===== src/rtl/online_pkg.sv =====
// Shared types for online-arithmetic output stages: signed-digit encoding and converter FSM states.
// No logic; types and constants only.
// Digit {p,n}: 00 and 11 are zero, 10 is +1, 01 is -1.
package online_pkg;

  typedef struct packed {
    logic p;
    logic n;
  } sd_digit_t;

  localparam logic [1:0] SD_ZERO = 2'b00;
  localparam logic [1:0] SD_POS  = 2'b10;
  localparam logic [1:0] SD_NEG  = 2'b01;

  typedef enum logic {
    ACC  = 1'b0,
    DONE = 1'b1
  } otf_state_t;

endpackage


===== src/rtl/otf_convert_step.sv =====
// One on-the-fly conversion step: appends a signed digit to the Q/QM pair (QM = Q-1 kept invariant).
// Latency: purely combinational.
// Backpressure: none; the caller decides whether to load the outputs.
module otf_convert_step
  import online_pkg::*;
#(
  parameter int W = 17
) (
  input  logic [W-1:0] q,
  input  logic [W-1:0] qm,
  input  sd_digit_t    digit,
  output logic [W-1:0] q_next,
  output logic [W-1:0] qm_next
);

  // Shift-and-append selection; the MSB falls off, which is safe because the
  // initial 0 / -1 values are already sign-extended across the full width.
  always_comb begin
    q_next  = q << 1;
    qm_next = (qm << 1) | W'(1);
    case ({digit.p, digit.n})
      SD_POS: begin
        q_next  = (q << 1) | W'(1);
        qm_next = q << 1;
      end
      SD_NEG: begin
        q_next  = (qm << 1) | W'(1);
        qm_next = qm << 1;
      end
      default: begin
        // 00 and 11 both count as a zero digit
        q_next  = q << 1;
        qm_next = (qm << 1) | W'(1);
      end
    endcase
  end

endmodule


===== src/rtl/otf_sd_converter.sv =====
// On-the-fly signed-digit to two's-complement converter, one MSB-first digit per cycle.
// Latency: out_valid the cycle after the last digit is accepted; N_DIGITS+1 cycles/word at full rate.
// Backpressure: while a word is held (out_valid), in_ready is low and presented digits are ignored.
module otf_sd_converter
  import online_pkg::*;
#(
  parameter int N_DIGITS = 16
) (
  input  logic                clk,
  input  logic                rst,
  input  logic                in_valid,
  output logic                in_ready,
  input  logic                dig_p,
  input  logic                dig_n,
  output logic                out_valid,
  input  logic                out_ready,
  output logic [N_DIGITS:0]   result
);

  localparam int W  = N_DIGITS + 1;
  localparam int CW = $clog2(N_DIGITS + 1);
  localparam logic [CW-1:0] CNT_LAST = CW'(N_DIGITS - 1);

  otf_state_t    state_q, state_d;
  logic [W-1:0]  q_q, q_d;
  logic [W-1:0]  qm_q, qm_d;
  logic [CW-1:0] cnt_q, cnt_d;

  logic [W-1:0]  q_step;
  logic [W-1:0]  qm_step;
  sd_digit_t     digit;
  logic          dig_acc;

  assign digit = '{p: dig_p, n: dig_n};

  otf_convert_step #(
    .W (W)
  ) u_step (
    .q       (q_q),
    .qm      (qm_q),
    .digit   (digit),
    .q_next  (q_step),
    .qm_next (qm_step)
  );

  // Handshake flags decode straight from the state register.
  assign in_ready  = (state_q == ACC);
  assign out_valid = (state_q == DONE);
  assign result    = q_q;
  assign dig_acc   = in_valid && in_ready;

  // Next-state: accumulate digits in ACC, hold the word in DONE until it is taken.
  always_comb begin
    state_d = state_q;
    q_d     = q_q;
    qm_d    = qm_q;
    cnt_d   = cnt_q;
    case (state_q)
      ACC: begin
        if (dig_acc) begin
          q_d  = q_step;
          qm_d = qm_step;
          if (cnt_q == CNT_LAST) begin
            cnt_d   = '0;
            state_d = DONE;
          end else begin
            cnt_d = cnt_q + CW'(1);
          end
        end
      end
      DONE: begin
        if (out_ready) begin
          q_d     = '0;
          qm_d    = '1;
          state_d = ACC;
        end
      end
      default: begin
        state_d = ACC;
        q_d     = '0;
        qm_d    = '1;
        cnt_d   = '0;
      end
    endcase
  end

  // State registers; reset overrides any handshake in flight.
  always_ff @(posedge clk) begin
    if (rst) begin
      state_q <= ACC;
      q_q     <= '0;
      qm_q    <= '1;
      cnt_q   <= '0;
    end else begin
      state_q <= state_d;
      q_q     <= q_d;
      qm_q    <= qm_d;
      cnt_q   <= cnt_d;
    end
  end

endmodule


===== config.mk =====
export PLATFORM = sky130hd
export DESIGN_NAME = otf_sd_converter
export DESIGN_NICKNAME = d
export VERILOG_FILES = /design/src/rtl/online_pkg.sv /design/src/rtl/otf_convert_step.sv /design/src/rtl/otf_sd_converter.sv
export SDC_FILE = /design/constraint.sdc
export NUM_CORES = 1
export LEC_CHECK = 0
export ABC_AREA = 1
export BUFFER_PORTS_ARGS = -buffer_cell sky130_fd_sc_hd__buf_2
export CORE_ASPECT_RATIO = 1.5
export CORE_UTILIZATION = 50
export DETAILED_ROUTE_END_ITERATION = 10
export PLACE_DENSITY = 0.79
export SYNTH_ARGS = -nofsm -noshare
export SYNTH_HDL_FRONTEND = slang
export SYNTH_SLANG_ARGS = --single-unit

===== constraint.sdc =====
create_clock -name clk -period 1.5 [get_ports clk]
set_clock_uncertainty 0.1 [all_clocks]
set_input_delay 0.15 -clock clk [delete_from_list [all_inputs] [get_ports clk]]
set_output_delay 0.15 -clock clk [all_outputs]
set_load 0.02 [all_outputs]

==> impl_metrics.csv, run 1 <==
group,metric,value,unit
run_status,status,"complete, no violations",
grt,grt_pass1_wl,7838,um
cts,clk_latency,0.29,ns
worst_setup_path,worstPathCellList,"nand2_1 > nand2_4 > buf_12 > nand3_1 > o21ai_1 > nand2_1",
floorplanning,die-area,4406,um^2
grt,grt_overflow,0,
cts,cts_buffer_depth,2,
cells_and_area,diodes,0,
cells_and_area,nFillCells,399,
worst_setup_path,arrival,1.35,ns
timing,rsz0062_at_grt,"no",
timing,final.setup.tns,0,ns
synth,ys_seq_area_frac,0.3773,
timing,slew_headroom,0.8050,
worst_hold_path,min_from,"out_ready",
grt,gr-usage-met3,0.04494,
synth,syn-num-nets,319,
cells_and_area,multi_input_area,1111,um^2
drt,drtAntennaViolNets,0,
floorplanning,die_h,80.80,um
grt,grtUsageMet1,0.2854,
pwr,p_int,0.001623,W
worst_setup_path,rr_worst_depth,6,
drt,drt_iter0_drc,64,
cells_and_area,area_delta_synth_final,13.72,%
drt,vias_per_cell,5.279,
timing,period_needed,1.276,ns
floorplanning,io_pins,25,
cts,cts_tree,"built",
timing,max_freq,783.4,MHz
floorplanning,row_count,28,
placed_design,dp_hpwl,3057,um
placed_design,port_buffers,24,
pwr,power_switching_share,0.2874,
grt,grt_pass1_vias,1828,
grt,grtUsageMet2,0.4195,
flow_run,maxCapViolCount,0,
pwr,p_switching,0.0006547,W
cts,cts_root_buffer,"clkbuf_8",
pwr,p_comb_frac,0.184,
synth,avgSynthCellArea,6.676,um^2
worst_setup_path,timing.rr.end,"qm_q[3]",
synth,ys_ff_latch,39,
worst_setup_path,crit_top_cell,"nand2_1",
synth,yosys_warnings,0,
pwr,pwr-share-clk,0.313,
worst_hold_path,hold_path_depth,3,
worst_setup_path,cpPeakStageDelay,0.41,ns
synth,syn_area,2069,um^2
cells_and_area,final_area,2354,um^2
drt,avgRoutedWirePerCell,12.13,um
placed_design,placed_area,2265,um^2
grt,top_usage_layer,"met2",
cells_and_area,drive_gt1_frac,0.2179,
cells_and_area,finish.utilization,0.5945,
worst_setup_path,path_max_fanout,31,
placed_design,gp_congestion,0.7964,
synth,synth_top_cells_by_area,"dfxtp_1 38%, nand2_1 26%, a21oi_1 5.6%",
worst_setup_path,criticalPathCategory,"reg2reg",
grt,grt_max_degree,32,
floorplanning,dieWidth,54.53,um
cts,cts_buffers,5,
timing,finalMaxSlewViolations,0,
synth,synth_top_area_cell,"dfxtp_1",
drt,drc_errors,0,
timing,hold_violations,0,
cells_and_area,area.sequential,782.0,um^2
pwr,p_leak,1.094,nW
drt,drt-pass1-iter-count,4,
grt,antenna_found_initial,0,
worst_setup_path,cp.required,1.58,ns
synth,synth_cell_types,25,
cts,clkSlewWorstSetupHoldPaths,0.07,ns
drt,wl,4608,um
pwr,vdd_drop_max,0.0006293,V
worst_setup_path,ff2ff_setup_slack,0.22,ns
synth,syn-instance-count,310,
worst_setup_path,endpoint_kind,"flop",
pwr,power,0.002278,W
worst_hold_path,hold_class,"in2reg",
drt,num_vias,2006,
floorplanning,coreArea,3959,um^2
worst_setup_path,cp_slowest_cell,"dfxtp_2",
cts,htree_num_levels,2,
worst_hold_path,hold_end,"out_valid",
synth,synth_top_area_frac,0.3773,
grt,grtUsageTotal,0.2453,
timing,worstMarginPinSlew,0.2921,ns
cells_and_area,nNetsFinal,344,
cts,cts_num_sinks,39,
pwr,power_frac_seq,0.503,
timing,min_period_over_period,0.8509,
floorplanning,floorplan.initialDensity,0.5228,
worst_setup_path,regToRegStartpoint,"out_valid",
cts,cts_setup_buffers,0,
worst_setup_path,start_kind,"flop",
timing,setup_viol,0,
pwr,p_per_area,967.8,nW/um^2
==> critical path, delay by kind of cell (launching register included) <==
kind                   cells  cell delay, ns
DFF                        1            0.41
buffers and inverters      1            0.18
and+or+nand+nor            4            0.39
AOI/OAI and AO/OA          1            0.08
==> flip-flops by register name (all words and copies together) (netlist names) <==
| signal | count |
|---|---|
| cnt_q | 5 |
| out_valid | 1 |
| qm_q | 16 |
| result | 17 |
==> power by group through the flow <==
| stage | Combinational [W] | Clock [W] | Sequential, W |
|---|---|---|---|
| floorplan | 0.000291 | 0 | 0.00118 |
| global placement | 0.000407 | 0 | 0.00117 |
| detailed placement | 0.000417 | 0 | 0.00117 |
| CTS | 0.000420 | 0.000740 | 0.00114 |
| global route | 0.000472 | 0.000773 | 0.00115 |
| finish | 0.000418 | 0.000714 | 0.00115 |
==> cell usage after synthesis <==
library cell / number
inv_1: 7
buf_8: 1
clkbuf_1: 1
nand2_4: 2
nand3_1: 19
o21ai_0: 5
o21ai_1: 14
clkbuf_2: 1
ha_1: 3
nand2_1: 143
nor2_4: 1
dfxtp_1: 39
inv_2: 2
buf_4: 3
clkinv_4: 1
buf_6: 3
buf_1: 1
nor2_1: 9
a21oi_2: 10
or2_2: 2
nand2_2: 9
nand3b_1: 1
buf_2: 9
a21oi_1: 23
inv_4: 1
==> worst max-delay path by stage <==
stage,end,slack [ns],cells after the start,from
floorplan,result[10],0.12,7,out_valid
global placement,result[14],0.07,8,dig_p
detailed placement,result[14],0.04,8,dig_p
CTS,qm_q[15],0.11,6,out_valid
global route,qm_q[9],0.12,6,out_valid
finish,qm_q[3],0.22,6,out_valid
==> metal layers <==
layer / wire, um / vias up
li1: - / 1034
met1: 2045 / 922
met2: 2346 / 41
met3: 127 / 9
met4: 89 / 0
met5: 0 / -
==> cells by family after synthesis <==
kind of cell | count (synthesis) | share of synthesized area
flops | 39 | 0.3773
simple gates | 186 | 0.3748
fa+ha+maj | 3 | 0.01814
compound gates | 52 | 0.1439
buf+inv | 30 | 0.08585
==> timing repair <==
action                     CTS  global route
setup endpoints to repair    0             3
gates resized for setup      0             1
hold buffers                 0             0
==> per-stage QoR <==
step | hold WS, ns | std cells | setup WS (ns)
3_5_place_dp | 0.3393 | 373 | 0.04418
5_1_grt | 0.03676 | 380 | 0.1183
6_report | 0.02394 | 380 | 0.2236
2_1_floorplan | 0.2318 | 310 | 0.1177
4_1_cts | 0.02423 | 380 | 0.1125
3_3_place_gp | 0.3369 | 373 | 0.07112
==> placed cells by master (no fill, tap or decap), drive strengths merged <==
| cell type | synthesis | layout |
|---|---|---|
| a21oi | 33 | 33 |
| buf | 17 | 37 |
| clkbuf | 2 | 6 |
| clkinv | 1 | 2 |
| dfxtp | 39 | 39 |
| ha | 3 | 3 |
| inv | 10 | 10 |
| nand2 | 154 | 154 |
| nand3 | 19 | 19 |
| nand3b | 1 | 1 |
| nor2 | 10 | 10 |
| o21ai | 19 | 19 |
| or2 | 2 | 2 |
==> final cells by class <==
class                           count  share of cell area
Tap cell                           45             0.02392
Sequential cell                    39              0.3323
Clock inverter                      1            0.002127
Timing Repair Buffer               37              0.1138
Inverter                           11             0.02073
Clock buffer                        6             0.03509
Multi-Input combinational cell    241              0.4721
(Power assumes the default switching activity.)
==> inputs of run 2 (changes only) <==
==> constraint.sdc (replaced) <==
create_clock -name clk -period 1.3 [get_ports clk]
set_clock_uncertainty 0.1 [all_clocks]
set_input_delay 0.13 -clock clk [delete_from_list [all_inputs] [get_ports clk]]
set_output_delay 0.13 -clock clk [all_outputs]
set_load 0.02 [all_outputs]
==> impl_metrics.csv, run 2 (synthesis results as in run 1) <==
group,metric,value,unit
run_status,status,"complete, no violations",
worst_setup_path,cp.required,1.38,ns
timing,slew_headroom,0.8259,
floorplanning,row_count,28,
placed_design,dp_hpwl,2943,um
timing,max_freq,833.8,MHz
worst_setup_path,arrival,1.28,ns
floorplanning,floorplan.initialDensity,0.5228,
worst_setup_path,path_max_fanout,11,
grt,grt_max_degree,27,
floorplanning,dieWidth,54.53,um
floorplanning,io_pins,25,
timing,hold_violations,0,
floorplanning,die-area,4406,um^2
grt,grt_pass1_vias,1733,
worst_setup_path,criticalPathCategory,"reg2reg",
drt,drc_errors,0,
pwr,vdd_drop_max,0.0007616,V
cts,cts_tree,"built",
cts,cts_root_buffer,"clkbuf_8",
grt,grt_pass1_wl,7521,um
timing,period_needed,1.199,ns
drt,wl,4334,um
floorplanning,coreArea,3959,um^2
pwr,p_leak,1.110,nW
cts,htree_num_levels,2,
worst_setup_path,cpPeakStageDelay,0.38,ns
timing,min_period_over_period,0.9226,
drt,drt_iter0_drc,64,
cts,cts_buffer_depth,2,
worst_setup_path,crit_top_cell,"nand2_4",
cells_and_area,finish.utilization,0.6046,
worst_setup_path,worstPathCellList,"inv_4 > nand2_4 > nand2_4 > buf_6 > nand3_1 > o21ai_1 > nand2_1",
worst_hold_path,hold_path_depth,3,
cts,cts_num_sinks,39,
cts,clkSlewWorstSetupHoldPaths,0.07,ns
worst_setup_path,ff2ff_setup_slack,0.10,ns
drt,drt-pass1-iter-count,5,
worst_setup_path,rr_worst_depth,7,
cells_and_area,largest_reg_flops,17,
drt,avgRoutedWirePerCell,11.29,um
timing,finalMaxSlewViolations,0,
cells_and_area,diodes,0,
cells_and_area,area_delta_synth_final,15.66,%
timing,setup_viol,0,
grt,grtUsageTotal,0.2310,
placed_design,gp_congestion,0.8286,
timing,worstMarginPinSlew,0.2612,ns
pwr,power,0.002603,W
timing,rsz0062_at_grt,"yes",
cells_and_area,final_cell_mix,"142 x nand2_1, 38 x dfxtp_1, 24 x buf_2",
worst_setup_path,start_kind,"flop",
grt,antenna_found_initial,0,
cells_and_area,final_common_cell,"nand2_1",
floorplanning,die_h,80.80,um
worst_setup_path,cp_slowest_cell,"dfxtp_4",
cells_and_area,nNetsFinal,348,
worst_setup_path,critPathBufInv,2,
worst_setup_path,cp.depth,7,
timing,final.setup.tns,0,ns
worst_setup_path,endpoint_kind,"flop",
grt,grt_overflow,0,
cts,cts_buffers,5,
drt,vias_per_cell,5.133,
flow_run,maxCapViolCount,0,
drt,num_vias,1971,
placed_design,place_inst,376,
drt,drtAntennaViolNets,0,
cts,clk_latency,0.29,ns
cells_and_area,fin_cells,384,
cells_and_area,drive_gt1_frac,0.2242,
pwr,p_per_area,1088,nW/um^2
worst_setup_path,cpLargestDelayFamily,"flip-flops",
worst_hold_path,hold_class,"in2reg",
placed_design,port_buffers,24,
-- run 2: metal layers --
metal	wire length, um	track usage	up-vias
li1	-	-	1046
met1	1887	0.2755	881
met2	2212	0.3939	39
met3	164	0.04494	5
met4	71	0.08718	0
met5	0	0	-
-- run 2: path summary, 6_finish.rpt --
check,from,to
max reg2reg,out_valid,qm_q[15]
min reg2reg,cnt_q[4],cnt_q[4]
min,out_ready,out_valid
max,out_valid,qm_q[15]
-- run 2: timing repair --
action,4_1_cts,5_1_grt
setup buffers,0,1
hold buffers,0,0
endpoints found under the hold margin,0,0
gates resized for setup,0,3
setup endpoints to repair,0,22
-- run 2: area by class of cell --
cell class / count / area (um^2)
Fill cell: 373 / 1565
Multi-Input combinational cell: 241 / 1114
Sequential cell: 39 / 784.5
Timing Repair Buffer: 41 / 314.1
Clock buffer: 7 / 76.32
Tap cell: 45 / 56.30
Inverter: 11 / 48.80
-- run 2: tightest hold or removal path, delay by kind of cell --
kind            cells  cell delay [ns]
compound gates      1             0.05
simple gates        1             0.10
buf+inv             1             0.09
-- run 2: report_power, final --
part           internal, W  switching, W
Combinational     0.000218      0.000291
Sequential         0.00126     0.0000551
Clock             0.000370      0.000408
Total              0.00185      0.000754
-- run 2: per-stage QoR --
stage | hold slack (ns) | setup slack [ns] | instance area (um^2)
after floorplan | 0.2016 | 0.006363 | 2073
after global placement | 0.3050 | -0.07150 | 2303
after detailed placement | 0.3136 | -0.1371 | 2303
after CTS | 0.0003111 | 0.01819 | 2380
after global routing | 0.02549 | -0.002192 | 2394
final | 0.02343 | 0.1006 | 2394
==> inputs of run 3 (changes only) <==
--- a/config.mk
+++ b/config.mk
@@ -5,12 +5,12 @@
 export SDC_FILE = /design/constraint.sdc
 export NUM_CORES = 1
 export LEC_CHECK = 0
-export ABC_AREA = 1
 export BUFFER_PORTS_ARGS = -buffer_cell sky130_fd_sc_hd__buf_2
 export CORE_ASPECT_RATIO = 1.5
 export CORE_UTILIZATION = 50
 export DETAILED_ROUTE_END_ITERATION = 10
-export PLACE_DENSITY = 0.79
+export PLACE_DENSITY = 0.81
+export SKIP_CTS_REPAIR_TIMING = 1
 export SYNTH_ARGS = -nofsm -noshare
 export SYNTH_HDL_FRONTEND = slang
 export SYNTH_SLANG_ARGS = --single-unit
==> impl_metrics.csv, run 3 <==
group,metric,value,unit
worst_setup_path,critPathBufInv,0,
synth,synth_top_area_cell,"dfxtp_1",
timing,min_period_over_period,0.9628,
drt,dr_wl_met2,2154,um
synth,ys_ff_latch,39,
cts,cts_root_buffer,"clkbuf_8",
synth,avgSynthCellArea,10.32,um^2
synth,synth_top_cells_by_area,"dfxtp_1 48%, a22oi_1 14%, o2bb2ai_1 8.5%",
worst_setup_path,cpPeakStageDelay,0.37,ns
floorplanning,dieWidth,48.79,um
cts,cts_tree,"built",
timing,hold_violations,0,
cells_and_area,nFillCells,252,
timing,finalMaxSlewViolations,0,
placed_design,port_buffers,24,
drt,routed.top_layer,"met4",
cells_and_area,area.sequential,787.0,um^2
grt,antenna_found_initial,0,
worst_setup_path,worstPathCellList,"nand2b_4 > or3_1 > a31oi_1",
cells_and_area,final_common_cell,"dfxtp_1",
synth,syn-instance-count,159,
worst_setup_path,start_kind,"flop",
drt,dr_wl_met3,155,um
cts,cts_buffer_depth,2,
grt,grt_pass1_vias,1371,
drt,wl,4052,um
drt,drt-pass1-iter-count,5,
run_status,status,"complete, no violations",
worst_setup_path,cp.required,1.42,ns
timing,period_needed,1.252,ns
floorplanning,row_count,25,
timing,worstMarginPinSlew,0.3247,ns
floorplanning,floorplan.initialDensity,0.5248,
placed_design,dp_hpwl,2661,um
cells_and_area,drive_gt1_frac,0.3913,
drt,avgRoutedWirePerCell,18.09,um
pwr,vdd_drop_max,0.001441,V
floorplanning,die-area,3521,um^2
drt,drt_iter0_drc,46,
cts,clkSlewWorstSetupHoldPaths,0.07,ns
worst_setup_path,regToRegStartpoint,"out_valid",
drt,met1_length,1645,um
synth,synth_cell_types,29,
floorplanning,die_h,72.18,um
grt,grt_overflow,0,
synth,synthFlopType,"dfxtp_1",
worst_setup_path,cp.depth,3,
floorplanning,coreArea,3128,um^2
placed_design,gp_congestion,0.7704,
timing,setup_viol,0,
worst_hold_path,hold_class,"in2reg",
worst_setup_path,criticalPathCategory,"reg2reg",
timing,rsz0062_at_grt,"no",
drt,vias_per_cell,6.304,
synth,ys_seq_area_frac,0.4756,
worst_setup_path,ff2ff_setup_slack,0.05,ns
cells_and_area,multi_input_area,885.9,um^2
worst_setup_path,arrival,1.37,ns
worst_setup_path,endpoint_kind,"flop",
worst_setup_path,crit_start,"out_valid",
drt,drtAntennaViolNets,0,
cts,cts_num_sinks,39,
grt,grtUsageTotal,0.2479,
grt,grt_max_degree,17,
cells_and_area,area_delta_synth_final,26.75,%
synth,synth_most_common_cell,"dfxtp_1",
pwr,p_leak,0.8015,nW
cts,htree_num_levels,2,
cells_and_area,diodes,0,
flow_run,maxCapViolCount,0,
synth,synth-async-reset-ratio,0,
cts,cts_buffers,5,
pwr,p_per_area,1306,nW/um^2
cells_and_area,finish.utilization,0.6652,
cells_and_area,nNetsFinal,192,
synth,synth_commonest_cells,"39 x dfxtp_1, 31 x a22oi_1, 16 x o2bb2ai_1",
synth,yosys_warnings,0,
timing,max_freq,799.0,MHz
worst_setup_path,cp_slowest_cell,"dfxtp_4",
floorplanning,io_pins,25,
cells_and_area,largest_reg_flops,17,
synth,syn_area,1642,um^2
worst_setup_path,timing.rr.end,"cnt_q[3]",
drt,num_vias,1412,
timing,final.setup.tns,0,ns
synth,syn-num-nets,168,
grt,grt_pass1_wl,6624,um
cts,clk_latency,0.29,ns
worst_setup_path,cpLargestDelayFamily,"simple AND/OR/NAND/NOR gates",
synth,synth_edf_count,0,
drt,drc_errors,0,
worst_setup_path,path_max_fanout,10,
timing,slew_headroom,0.7831,
worst_setup_path,rr_worst_depth,3,
cells_and_area,final_cell_mix,"36 x dfxtp_1, 24 x buf_2, 20 x a22oi_2",
worst_setup_path,critPathCapture,"cnt_q[3]",
synth,synth_top_area_frac,0.4756,
==> run 3: cell count changes after synthesis, moves of 4 or more <==
cell | previous run | this run
a21oi_1 | 23 | 3
a21oi_2 | 10 | 0
a22oi_1 | 0 | 31
a2bb2oi_1 | 0 | 15
buf_2 | 9 | 5
nand2_1 | 143 | 6
nand2_2 | 9 | 0
nand3_1 | 19 | 2
nor2_1 | 9 | 4
o21ai_0 | 5 | 0
o21ai_1 | 14 | 0
o2bb2ai_1 | 0 | 16
==> run 3: metal layers <==
metal | track usage | up-vias
li1 | - | 657
met1 | 0.2865 | 702
met2 | 0.4228 | 46
met3 | 0.06289 | 7
met4 | 0.1242 | 0
met5 | 0 | -
==> run 3: cells by family (layout without fill, tap and decap cells) <==
group           count (synthesis)  after routing  share of synthesized area
compound gates                 71             71                     0.3437
flops                          39             39                     0.4756
simple gates                   26             26                    0.08537
buf+inv                        19             44                    0.06706
fa+ha+maj                       3              3                    0.02287
xor+xnor                        1              1                   0.005336
==> run 3: worst min-delay path by stage <==
stage	startpoint	to	slack, ns	cells after the start
floorplan	out_ready	out_valid	0.20	2
global placement	out_ready	out_valid	0.33	3
detailed placement	out_ready	out_valid	0.35	3
CTS	out_ready	out_valid	0.03	3
global route	out_ready	out_valid	0.03	3
finish	out_ready	out_valid	0.04	3
==> run 3: per-stage QoR <==
stage,instances,cell area [um^2],hold slack (ns),power (W),worst slack [ns]
finish,224,2081,0.03618,0.002718,0.04839
global placement,216,1958,0.3294,0.001750,-0.04413
floorplan,159,1813,0.2038,0.001683,-0.01902
global route,224,2081,0.03345,0.002817,0.005471
detailed placement,216,1958,0.3479,0.001770,-0.1168
CTS,224,2071,0.03176,0.002730,-0.03145
==> run 3: report_power, final <==
part	switching, W	internal (W)
Clock	0.000421	0.000543
Combinational	0.000219	0.000196
Sequential	0.0000749	0.00126
==> run 3: tightest hold or removal path: cells and delay by family <==
family | cells | cell delay (ns)
and+or+nand+nor | 1 | 0.04
buffers and inverters | 1 | 0.11
AOI/OAI and AO/OA | 1 | 0.13
==> run 3: cell type report <==
type	count	share of cell area
Clock buffer	7	0.05171
Clock inverter	1	0.002405
Multi-Input combinational cell	101	0.4257
Sequential cell	39	0.3782
Timing Repair Buffer	32	0.1106
Tap cell	40	0.02405
Inverter	4	0.007216
